--- config.mk ---
export PLATFORM = sky130hd
export DESIGN_NAME = sram_arbiter_flat
export DESIGN_NICKNAME = d
export VERILOG_FILES = /design/src/rtl/sram_arbiter_if.sv /design/src/rtl/sram_arbiter.sv /design/src/flat_wrapper.sv
export SDC_FILE = /design/constraint.sdc
export NUM_CORES = 1
export LEC_CHECK = 0
export BUFFER_PORTS_ARGS = -buffer_cell sky130_fd_sc_hd__buf_2
export CAP_MARGIN = 40
export CELL_PAD_IN_SITES_DETAIL_PLACEMENT = 0
export CELL_PAD_IN_SITES_GLOBAL_PLACEMENT = 2
export CORE_UTILIZATION = 28
export CTS_BUF_LIST = sky130_fd_sc_hd__clkbuf_16
export DETAILED_ROUTE_END_ITERATION = 8
export GPL_TIMING_DRIVEN = 0
export PLACE_DENSITY_LB_ADDON = 0.1
export SLEW_MARGIN = 20
export SYNTH_ARGS = -nofsm -noshare
export SYNTH_HDL_FRONTEND = slang
export SYNTH_SLANG_ARGS = --single-unit
--- constraint.sdc ---
create_clock -name clk_100 -period 2.2 [get_ports clk_100]
set_input_delay 0.11 -clock clk_100 [delete_from_list [all_inputs] [get_ports clk_100]]
set_output_delay 0.11 -clock clk_100 [all_outputs]
set_load 0.01 [all_outputs]
--- src/rtl/sram_arbiter_if.sv ---
// Purpose: requester handshakes (VGA/CPU/DMA) and SRAM pin bundle for sram_arbiter.
// Latency: none, wiring only.
// Backpressure: each requester holds req/addr/we/wdata until its one-cycle ack pulse.
//
// Port summary:
//   vga_*  : read-only requester (req, addr in; ack, rdata out)
//   cpu_*  : read/write requester (req, we, addr, wdata in; ack, rdata out)
//   dma_*  : read/write requester, same shape as cpu_*
//   SRAM_ADDR, SRAM_WE_n, sram_dout, sram_doe : towards the SRAM pins / tristate
//   sram_din : byte read back from the SRAM data pins
//   busy     : arbiter is in the middle of an access
// Modport slave is the arbiter's view, master is the requester/pin side.
interface sram_arbiter_if #(
    parameter int ADDR_W = 21
);
    logic              vga_req;
    logic [ADDR_W-1:0] vga_addr;
    logic              vga_ack;
    logic [7:0]        vga_rdata;

    logic              cpu_req;
    logic              cpu_we;
    logic [ADDR_W-1:0] cpu_addr;
    logic [7:0]        cpu_wdata;
    logic              cpu_ack;
    logic [7:0]        cpu_rdata;

    logic              dma_req;
    logic              dma_we;
    logic [ADDR_W-1:0] dma_addr;
    logic [7:0]        dma_wdata;
    logic              dma_ack;
    logic [7:0]        dma_rdata;

    logic [ADDR_W-1:0] SRAM_ADDR;
    logic              SRAM_WE_n;
    logic [7:0]        sram_dout;
    logic              sram_doe;
    logic [7:0]        sram_din;
    logic              busy;

    modport slave (
        input  vga_req, vga_addr,
        output vga_ack, vga_rdata,
        input  cpu_req, cpu_we, cpu_addr, cpu_wdata,
        output cpu_ack, cpu_rdata,
        input  dma_req, dma_we, dma_addr, dma_wdata,
        output dma_ack, dma_rdata,
        output SRAM_ADDR, SRAM_WE_n, sram_dout, sram_doe,
        input  sram_din,
        output busy
    );

    modport master (
        output vga_req, vga_addr,
        input  vga_ack, vga_rdata,
        output cpu_req, cpu_we, cpu_addr, cpu_wdata,
        input  cpu_ack, cpu_rdata,
        output dma_req, dma_we, dma_addr, dma_wdata,
        input  dma_ack, dma_rdata,
        input  SRAM_ADDR, SRAM_WE_n, sram_dout, sram_doe,
        output sram_din,
        input  busy
    );
endinterface

--- src/rtl/sram_arbiter.sv ---
// Purpose: shares one asynchronous 8-bit SRAM between VGA fetch, CPU and DMA requesters.
// Latency: ACCESS_CYCLES+2 clocks from grant to ack (ADDR, STROBE x N, RECOV), then one IDLE clock.
// Backpressure: requests are levels held until ack; losers simply wait, VGA always wins.
//
// Ports:
//   clk_100  : system clock, all state on the rising edge
//   reset_n  : asynchronous active-low reset
//   bus      : sram_arbiter_if.slave -- requester handshakes plus SRAM pin drive
// Parameters:
//   ADDR_W        : SRAM address width
//   ACCESS_CYCLES : strobe length in clocks, legal range 1..15
module sram_arbiter #(
    parameter int ADDR_W        = 21,
    parameter int ACCESS_CYCLES = 2
) (
    input  logic          clk_100,
    input  logic          reset_n,
    sram_arbiter_if.slave bus
);

    localparam logic [1:0] ST_IDLE   = 2'd0;
    localparam logic [1:0] ST_ADDR   = 2'd1;
    localparam logic [1:0] ST_STROBE = 2'd2;
    localparam logic [1:0] ST_RECOV  = 2'd3;

    localparam logic [1:0] PORT_VGA = 2'd0;
    localparam logic [1:0] PORT_CPU = 2'd1;
    localparam logic [1:0] PORT_DMA = 2'd2;

    // Strobe counter runs from this value down to zero.
    localparam logic [3:0] STROBE_LAST = 4'(ACCESS_CYCLES - 1);

    logic [1:0]        state;
    logic [3:0]        strobe_cnt;
    logic [1:0]        gnt_port;
    logic              gnt_we;
    // 1: CPU wins the next CPU/DMA tie, 0: DMA wins it.
    logic              rr_cpu_next;

    logic [ADDR_W-1:0] addr_q;
    logic              we_n_q;
    logic [7:0]        dout_q;
    logic              doe_q;

    logic              vga_ack_q;
    logic              cpu_ack_q;
    logic              dma_ack_q;
    logic [7:0]        vga_rdata_q;
    logic [7:0]        cpu_rdata_q;
    logic [7:0]        dma_rdata_q;

    logic              pick_vld;
    logic [1:0]        pick_port;
    logic              pick_we;
    logic [ADDR_W-1:0] pick_addr;
    logic [7:0]        pick_wdata;
    logic              strobe_done;

    // ------------------------------------------------------------------
    // Arbitration: VGA is absolute, CPU/DMA ties resolved by rr_cpu_next.
    // VGA is read-only, so its grant never carries a write.
    // ------------------------------------------------------------------
    always_comb begin
        pick_vld   = 1'b0;
        pick_port  = PORT_VGA;
        pick_we    = 1'b0;
        pick_addr  = bus.vga_addr;
        pick_wdata = 8'h00;
        if (bus.vga_req) begin
            pick_vld = 1'b1;
        end else if (bus.cpu_req && (!bus.dma_req || rr_cpu_next)) begin
            pick_vld   = 1'b1;
            pick_port  = PORT_CPU;
            pick_we    = bus.cpu_we;
            pick_addr  = bus.cpu_addr;
            pick_wdata = bus.cpu_wdata;
        end else if (bus.dma_req) begin
            pick_vld   = 1'b1;
            pick_port  = PORT_DMA;
            pick_we    = bus.dma_we;
            pick_addr  = bus.dma_addr;
            pick_wdata = bus.dma_wdata;
        end
    end

    assign strobe_done = (state == ST_STROBE) && (strobe_cnt == 4'd0);

    // ------------------------------------------------------------------
    // Access sequencer.
    // ------------------------------------------------------------------
    always_ff @(posedge clk_100 or negedge reset_n) begin
        if (!reset_n) begin
            state       <= ST_IDLE;
            strobe_cnt  <= 4'd0;
            gnt_port    <= PORT_VGA;
            gnt_we      <= 1'b0;
            rr_cpu_next <= 1'b1;
        end else begin
            case (state)
                ST_IDLE: begin
                    if (pick_vld) begin
                        state    <= ST_ADDR;
                        gnt_port <= pick_port;
                        gnt_we   <= pick_we;
                        // Only CPU/DMA grants move the round-robin pointer.
                        if (pick_port == PORT_CPU) begin
                            rr_cpu_next <= 1'b0;
                        end else if (pick_port == PORT_DMA) begin
                            rr_cpu_next <= 1'b1;
                        end
                    end
                end
                ST_ADDR: begin
                    state      <= ST_STROBE;
                    strobe_cnt <= STROBE_LAST;
                end
                ST_STROBE: begin
                    if (strobe_cnt == 4'd0) begin
                        state <= ST_RECOV;
                    end else begin
                        strobe_cnt <= strobe_cnt - 4'd1;
                    end
                end
                default: begin
                    state <= ST_IDLE;
                end
            endcase
        end
    end

    // ------------------------------------------------------------------
    // SRAM pin registers. Address and write data are captured at grant
    // and held through RECOV for hold time; they stay put while idle.
    // WE_n is registered so the strobe edges are glitch-free, and the
    // async reset forces it high immediately even mid-write.
    // ------------------------------------------------------------------
    always_ff @(posedge clk_100 or negedge reset_n) begin
        if (!reset_n) begin
            addr_q <= '0;
            we_n_q <= 1'b1;
            dout_q <= 8'h00;
            doe_q  <= 1'b0;
        end else begin
            case (state)
                ST_IDLE: begin
                    if (pick_vld) begin
                        addr_q <= pick_addr;
                        doe_q  <= pick_we;
                        if (pick_we) begin
                            dout_q <= pick_wdata;
                        end
                    end
                end
                ST_ADDR: begin
                    we_n_q <= !gnt_we;
                end
                ST_STROBE: begin
                    if (strobe_cnt == 4'd0) begin
                        we_n_q <= 1'b1;
                    end
                end
                default: begin
                    doe_q <= 1'b0;
                end
            endcase
        end
    end

    // ------------------------------------------------------------------
    // Completion: ack pulses during RECOV; read data is sampled on the
    // edge leaving the last strobe clock so it is valid with the ack.
    // ------------------------------------------------------------------
    always_ff @(posedge clk_100 or negedge reset_n) begin
        if (!reset_n) begin
            vga_ack_q   <= 1'b0;
            cpu_ack_q   <= 1'b0;
            dma_ack_q   <= 1'b0;
            vga_rdata_q <= 8'h00;
            cpu_rdata_q <= 8'h00;
            dma_rdata_q <= 8'h00;
        end else begin
            vga_ack_q <= strobe_done && (gnt_port == PORT_VGA);
            cpu_ack_q <= strobe_done && (gnt_port == PORT_CPU);
            dma_ack_q <= strobe_done && (gnt_port == PORT_DMA);
            if (strobe_done && !gnt_we) begin
                case (gnt_port)
                    PORT_VGA: vga_rdata_q <= bus.sram_din;
                    PORT_CPU: cpu_rdata_q <= bus.sram_din;
                    default:  dma_rdata_q <= bus.sram_din;
                endcase
            end
        end
    end

    assign bus.SRAM_ADDR = addr_q;
    assign bus.SRAM_WE_n = we_n_q;
    assign bus.sram_dout = dout_q;
    assign bus.sram_doe  = doe_q;
    assign bus.busy      = (state != ST_IDLE);

    assign bus.vga_ack   = vga_ack_q;
    assign bus.cpu_ack   = cpu_ack_q;
    assign bus.dma_ack   = dma_ack_q;
    assign bus.vga_rdata = vga_rdata_q;
    assign bus.cpu_rdata = cpu_rdata_q;
    assign bus.dma_rdata = dma_rdata_q;

endmodule

--- src/flat_wrapper.sv ---
// flat-port wrapper written by rule: the top's interface ports become plain ports
module sram_arbiter_flat 
#(
    parameter int ADDR_W        = 21,
    parameter int ACCESS_CYCLES = 2
)
  (clk_100, reset_n, bus_vga_req, bus_vga_addr, bus_vga_ack, bus_vga_rdata, bus_cpu_req, bus_cpu_we, bus_cpu_addr, bus_cpu_wdata, bus_cpu_ack, bus_cpu_rdata, bus_dma_req, bus_dma_we, bus_dma_addr, bus_dma_wdata, bus_dma_ack, bus_dma_rdata, bus_SRAM_ADDR, bus_SRAM_WE_n, bus_sram_dout, bus_sram_doe, bus_sram_din, bus_busy);
  sram_arbiter_if #(.ADDR_W(ADDR_W)) bus_i ();
  input  logic clk_100;
  input  logic reset_n;
  input wire logic [$bits(bus_i.vga_req)-1:0] bus_vga_req;
  input wire logic [$bits(bus_i.vga_addr)-1:0] bus_vga_addr;
  output wire logic [$bits(bus_i.vga_ack)-1:0] bus_vga_ack;
  output wire logic [$bits(bus_i.vga_rdata)-1:0] bus_vga_rdata;
  input wire logic [$bits(bus_i.cpu_req)-1:0] bus_cpu_req;
  input wire logic [$bits(bus_i.cpu_we)-1:0] bus_cpu_we;
  input wire logic [$bits(bus_i.cpu_addr)-1:0] bus_cpu_addr;
  input wire logic [$bits(bus_i.cpu_wdata)-1:0] bus_cpu_wdata;
  output wire logic [$bits(bus_i.cpu_ack)-1:0] bus_cpu_ack;
  output wire logic [$bits(bus_i.cpu_rdata)-1:0] bus_cpu_rdata;
  input wire logic [$bits(bus_i.dma_req)-1:0] bus_dma_req;
  input wire logic [$bits(bus_i.dma_we)-1:0] bus_dma_we;
  input wire logic [$bits(bus_i.dma_addr)-1:0] bus_dma_addr;
  input wire logic [$bits(bus_i.dma_wdata)-1:0] bus_dma_wdata;
  output wire logic [$bits(bus_i.dma_ack)-1:0] bus_dma_ack;
  output wire logic [$bits(bus_i.dma_rdata)-1:0] bus_dma_rdata;
  output wire logic [$bits(bus_i.SRAM_ADDR)-1:0] bus_SRAM_ADDR;
  output wire logic [$bits(bus_i.SRAM_WE_n)-1:0] bus_SRAM_WE_n;
  output wire logic [$bits(bus_i.sram_dout)-1:0] bus_sram_dout;
  output wire logic [$bits(bus_i.sram_doe)-1:0] bus_sram_doe;
  input wire logic [$bits(bus_i.sram_din)-1:0] bus_sram_din;
  output wire logic [$bits(bus_i.busy)-1:0] bus_busy;
  assign bus_i.vga_req = bus_vga_req;
  assign bus_i.vga_addr = bus_vga_addr;
  assign bus_vga_ack = bus_i.vga_ack;
  assign bus_vga_rdata = bus_i.vga_rdata;
  assign bus_i.cpu_req = bus_cpu_req;
  assign bus_i.cpu_we = bus_cpu_we;
  assign bus_i.cpu_addr = bus_cpu_addr;
  assign bus_i.cpu_wdata = bus_cpu_wdata;
  assign bus_cpu_ack = bus_i.cpu_ack;
  assign bus_cpu_rdata = bus_i.cpu_rdata;
  assign bus_i.dma_req = bus_dma_req;
  assign bus_i.dma_we = bus_dma_we;
  assign bus_i.dma_addr = bus_dma_addr;
  assign bus_i.dma_wdata = bus_dma_wdata;
  assign bus_dma_ack = bus_i.dma_ack;
  assign bus_dma_rdata = bus_i.dma_rdata;
  assign bus_SRAM_ADDR = bus_i.SRAM_ADDR;
  assign bus_SRAM_WE_n = bus_i.SRAM_WE_n;
  assign bus_sram_dout = bus_i.sram_dout;
  assign bus_sram_doe = bus_i.sram_doe;
  assign bus_i.sram_din = bus_sram_din;
  assign bus_busy = bus_i.busy;
  sram_arbiter #(.ADDR_W(ADDR_W), .ACCESS_CYCLES(ACCESS_CYCLES)) u_core (.clk_100(clk_100), .reset_n(reset_n), .bus(bus_i));
endmodule
* Word-level counts from Yosys, hierarchy flattened
Index checks and enable logic that the tools add are counted.
** Storage, ports and cells
- Logic and storage cells :: 80
- Output and inout bits :: 59
- Bits in registers :: 68
** Cells by class
- Mux-type cells :: 26
- Eq/ne operators :: 9
- $add $sub $neg :: 1
- Reductions and logical operators :: 27
- Bitwise logic cells :: 2
** Operator list (number)
- 2-to-1 mux 21 bit :: 3
- 2-to-1 mux 8 bit :: 3
- AND reduction 2 bit :: 8
- 2-to-1 mux 1 bit :: 10
- 2-to-1 mux 2 bit :: 5
- case mux 4 bit (2 select lines) :: 1
- == test 2 x 1 -> 1 bit, second input constant :: 3
- == test 2 bit, second input constant :: 3
- logical AND 1 bit :: 6
- case mux 2 bit (3 select lines) :: 1
- AND reduction 3 bit :: 2
- nonzero test 2 bit :: 3
- logical NOT 2 bit :: 2
- logical NOT 4 bit :: 1
- 2-to-1 mux 4 bit :: 1
- != test 2 bit, second input constant :: 2
- case mux 1 bit (2 select lines) :: 2
- OR reduction 2 bit :: 2
- subtractor 4 x 1 -> 4 bit, second input constant :: 1
- logical NOT 1 bit :: 2
- != test 2 x 1 -> 1 bit, second input constant :: 1
- NOT 1 bit :: 2
- logical OR 1 bit :: 1

* Depth between registers and ports, before layout
- Depth in word-level cells :: 8
- Gate-level depth with buffers :: 7
- Mapped depth without buffers :: 5

* Least setup slack after synthesis
OpenSTA, ideal clock, no wires.
- Path kind :: register to register
- Start :: register u_core.state[0]
- End :: register u_core.cpu_rdata_q[0], in the netlist u_core.bus.cpu_rdata[0]
- Arrival time :: 1798 ps
- Library setup time :: 125 ps
- Data required time :: 2075 ps
- Stages on the path, launching flop included :: 7
- Buffers on the path :: 1
- Path slack :: 277 ps
- Cell sequence :: dfrtp_1 -> inv_1 -> ha_1 -> and4bb_2 -> or4b_1 -> buf_4 -> mux2_4
** On the way
- Cells in the longest elaborated chain, start to end :: 4
** RTL lines
- start, declared :: RTL line sram_arbiter.sv:33 : logic [1:0] state;
- start signal, assigned :: RTL line sram_arbiter.sv:93 : state <= ST_IDLE;
- start signal, assigned :: RTL line sram_arbiter.sv:102 : state <= ST_ADDR;
- start signal, assigned :: RTL line sram_arbiter.sv:114 : state <= ST_STROBE;
- == test 2 bit :: RTL line sram_arbiter.sv:86 : assign strobe_done = (state == ST_STROBE) && (strobe_cnt == 4'd0);
- logical AND 1 bit :: RTL line sram_arbiter.sv:86
- logical AND 1 bit :: RTL line sram_arbiter.sv:185 : if (strobe_done && !gnt_we) begin
- AND reduction 2 bit (no line)
- end signal, assigned :: RTL line sram_arbiter.sv:188 : PORT_CPU: cpu_rdata_q <= bus.sram_din;
- end, declared :: RTL line sram_arbiter.sv:49 : logic [7:0] cpu_rdata_q;
Every way passes these cells.
A chain may end at the register's enable or synchronous reset.

* Worst setup path in the final report
- Start :: register u_core.strobe_cnt[0]
- End :: register u_core.cpu_rdata_q[7], in the netlist u_core.bus.cpu_rdata[7]
** On the way
- Cells in the longest elaborated chain, start to end :: 4
** RTL lines
- start, declared :: RTL line sram_arbiter.sv:34 : logic [3:0] strobe_cnt;
- start signal, assigned :: RTL line sram_arbiter.sv:121 : strobe_cnt <= strobe_cnt - 4'd1;
- logical NOT 4 bit :: RTL line sram_arbiter.sv:86
- logical AND 1 bit :: RTL line sram_arbiter.sv:86
- logical AND 1 bit :: RTL line sram_arbiter.sv:185
- AND reduction 2 bit (no line)
Every way passes these cells.

==> key figures <==
Worst setup path
  – WP depth: 6
  – Crit-path max FO: 8
  – Crit-path cells: inv_1, ha_1, and4bb_2, or4b_1, buf_4, mux2_4
  – CP Data Arrival Time: about 2.3 ns
  – Largest stage delay on the critical path: 0.44 ns
  – Cell family with most CP delay: simple AND/OR/NAND/NOR gates
  – Bufs and invs on worst path: 2
  – Slowest CP cell: or4b_1
  – Crit path launch type: flip-flop
  – Setup Crit Path Kind: flip-flop to flip-flop
  – Worst reg2reg path depth: 6
  – Worst Path Required: 2.42 ns
  – Setup crit end kind: flip-flop
  – Reg2reg setup slack: around 0.14 ns

Power
  – VDD IR max: 0.000688 V
  – PnR Total Power: 6.28 mW
  – Leak: 2.23 nW
  – Power per cell area: around 1400 nW/um^2

Timing
  – Max frequency: 485 MHz
  – Pins over their slew limit: 0
  – Final Cycle Share: 0.938
  – Unrepaired setup endpoints after global routing: false
  – Post-route minimum period: 2.06 ns
  – Final setup vio count: 0
  – Final Hold Viols: 0
  – Fin Hold WS: 0.0333 ns
  – Fin worst setup slack: 0.137 ns
  – Setup TNS: 0 ns
  – Slew headroom: 0.472
  – Measured slew at the worst slew-check pin: 0.785 ns
  – Clock skew: 0.00515 ns

Logic synthesis
  – Synthesized area per cell: 11.7 um^2
  – Cell taking the most area after synthesis: dfrtp_1
  – Register area share after synthesis: 0.522
  – Cells after synthesis: 280
  – Synth top area share: 0.506
  – Synth Register Bits: ~70
  – Synth cell count leaders: dfrtp_1, mux2_2, a21oi_1, o21ai_0
  – Post-synth EDFFs: 0
  – Top-count cell post-synth: dfrtp_1
  – Synth cell types: 44
  – Synth Warn #: 0
  – Asr flop ratio synth: 1.00
  – Mapped cell area: around 3300 um^2
  – Post-Syn Nets: 379
  – Post-synth top flop: dfrtp_1
  – Synth top area cells: dfrtp_1, mux2_2, o32ai_1

Die
  – Die Area: 12100 um^2
  – Chip Height: ~110 um
  – Rows: 39
  – Die Width: approximately 110 um
  – Starting Density: 0.287
  – Io pins: 153
  – Core ar.: 11400 um^2

Clock network
  – H-tree Lvls: 3
  – Clock Path Buffers: 2
  – Worst-path clk slew: 0.06 ns
  – Clk Latency, worst-skew pair: 0.34 ns
  – CTS buffer count: 9
  – Sink Count: 68
  – CTS tree: done
  – Root Driver: clkbuf_16

Global route
  – Antenna violations before repair: 0
  – All-Layer GR Usage: 0.166
  – Grt ovf: 0
  – Global-route wire length before repair: 14.7 mm
  – Largest net degree at the start of global routing: 43
  – Vias in the first global route: 2757

Detailed routing
  – ANT nets after route: 0
  – Number of remaining DRC errors: 0
  – Total wire length: between 9 and 10 mm
  – Vias post-DR: 2866
  – DR WL/cell: 16.2 um
  – Initial DRC count: 118
  – Via density: 4.84
  – Initial DRT Pass Iterations: 6

Placed design
  – PortBufs: approximately 150
  – Worst slack, placed: 0.112 ns
  – DP Wirelength: 7.08 mm
  – Dpl cells: 575
  – Post-DP Area: 4230 um^2
  – Gpl congestion: 0.687

Flow run
  – Max Cap Viol: 0

Finish
  – Storage cell area: 1700 um^2
  – Antenna fix cells: 0
  – Nets: 543
  – Synthesis-to-finish area growth: 39.9%
  – Multi-input gate area: 1440 um^2
  – Fill count: 1133
  – Share of cells above drive strength 1: 0.470
  – Final Cell Area: 4570 um^2
  – Post-Layout Cell Count: around 600
  – Post-layout util: 0.402

Min path
  – HP Class: input pin to flip-flop
  – Hold Crit Depth: 2

Run status
  – Status: complete, no violations
-- final cells by class --
cell class | instances | share of cell area
clock inverter | 7 | 0.0216
inverter | 8 | 0.00658
timing repair buffer | 153 | 0.174
buffer | 24 | 0.0214
tap | 143 | 0.0392
sequential | 68 | 0.373
multi-input combinational | 180 | 0.315
clock buffer | 9 | 0.0493
-- flip-flops by register name (all words and copies together), names as in the netlist --
signal                cells
u_core.state              2
u_core.bus.SRAM_ADDR     21
u_core.gnt_we             1
u_core.bus.vga_ack        1
u_core.gnt_port           2
u_core.bus.cpu_ack        1
u_core.strobe_cnt         4
u_core.bus.sram_doe       1
u_core.rr_cpu_next        1
u_core.bus.sram_dout      8
u_core.bus.vga_rdata      8
u_core.bus.dma_ack        1
u_core.bus.SRAM_WE_n      1
u_core.bus.dma_rdata      8
u_core.bus.cpu_rdata      8
-- routing by layer --
metal  part of all wire  global-route usage  up-vias  wire, um
li1                   -                   -     1405         -
met1               0.44               0.199     1374      4200
met2               0.49               0.275       82      4710
met3              0.066              0.0664        5       637
met4             0.0065              0.0457        0        62
met5                  0                   0        -         0
-- path summary, 6_finish.rpt --
path | startpoint | endpoint
setup / recovery | u_core.strobe_cnt[0]$_DFFE_PN0P_ | u_core.bus.cpu_rdata[7]$_DFFE_PN0P_
hold / removal | bus_sram_din[1] | u_core.bus.cpu_rdata[1]$_DFFE_PN0P_
setup reg to reg | u_core.strobe_cnt[0]$_DFFE_PN0P_ | u_core.bus.cpu_rdata[7]$_DFFE_PN0P_
hold reg to reg | u_core.bus.SRAM_ADDR[9]$_DFFE_PN0P_ | u_core.bus.SRAM_ADDR[9]$_DFFE_PN0P_
max in group asynchronous | reset_n | u_core.rr_cpu_next$_DFFE_PN1P_
min in group asynchronous | reset_n | u_core.strobe_cnt[3]$_DFFE_PN0P_
-- cells in the final DEF (no fill, tap or decap), drive strengths merged, types with 2 or more instances in the layout --
master,synthesis,layout
a32o,8,8
a21oi,24,24
clkbuf,22,31
nor3,3,3
o22a,2,2
a211oi,2,2
dfrtp,66,66
clkinv,1,4
o21ai,24,24
a21boi,2,2
nand3b,3,3
nand2,4,4
ha,5,5
o32ai,22,22
inv,7,9
nor3b,2,2
mux2,33,33
buf,2,154
bufinv,0,2
nand2b,3,3
dfstp,2,2
o31ai,2,2
and3,22,22
nand3,2,2
nor2b,2,2
-- kinds of logic (layout without fill, tap and decap cells) --
| logic type | after synthesis | in the layout | share of synthesized area |
|---|---|---|---|
| muxes | 34 | 34 | 0.126 |
| DFF | 68 | 68 | 0.522 |
| and+or+nand+nor | 46 | 46 | 0.0897 |
| buffers and inverters | 32 | 201 | 0.0379 |
| adders and majority gates | 5 | 5 | 0.0192 |
| AOI/OAI and AO/OA | 95 | 95 | 0.205 |
-- power breakdown --
group          internal (mW)  total (mW)  switching, mW
clock                   1.00        1.58          0.575
combinational           1.18        2.51           1.33
sequential              1.87        2.19          0.324
-- repair_timing --
action,in CTS,in global routing
endpoints found under the hold margin,26,0
gates resized for setup,1,4
hold buffers,1,0
buffers inserted,0,0
endpoints found under the setup margin,1,5
pin swaps,0,1
Power figures use the tool's default switching activity.
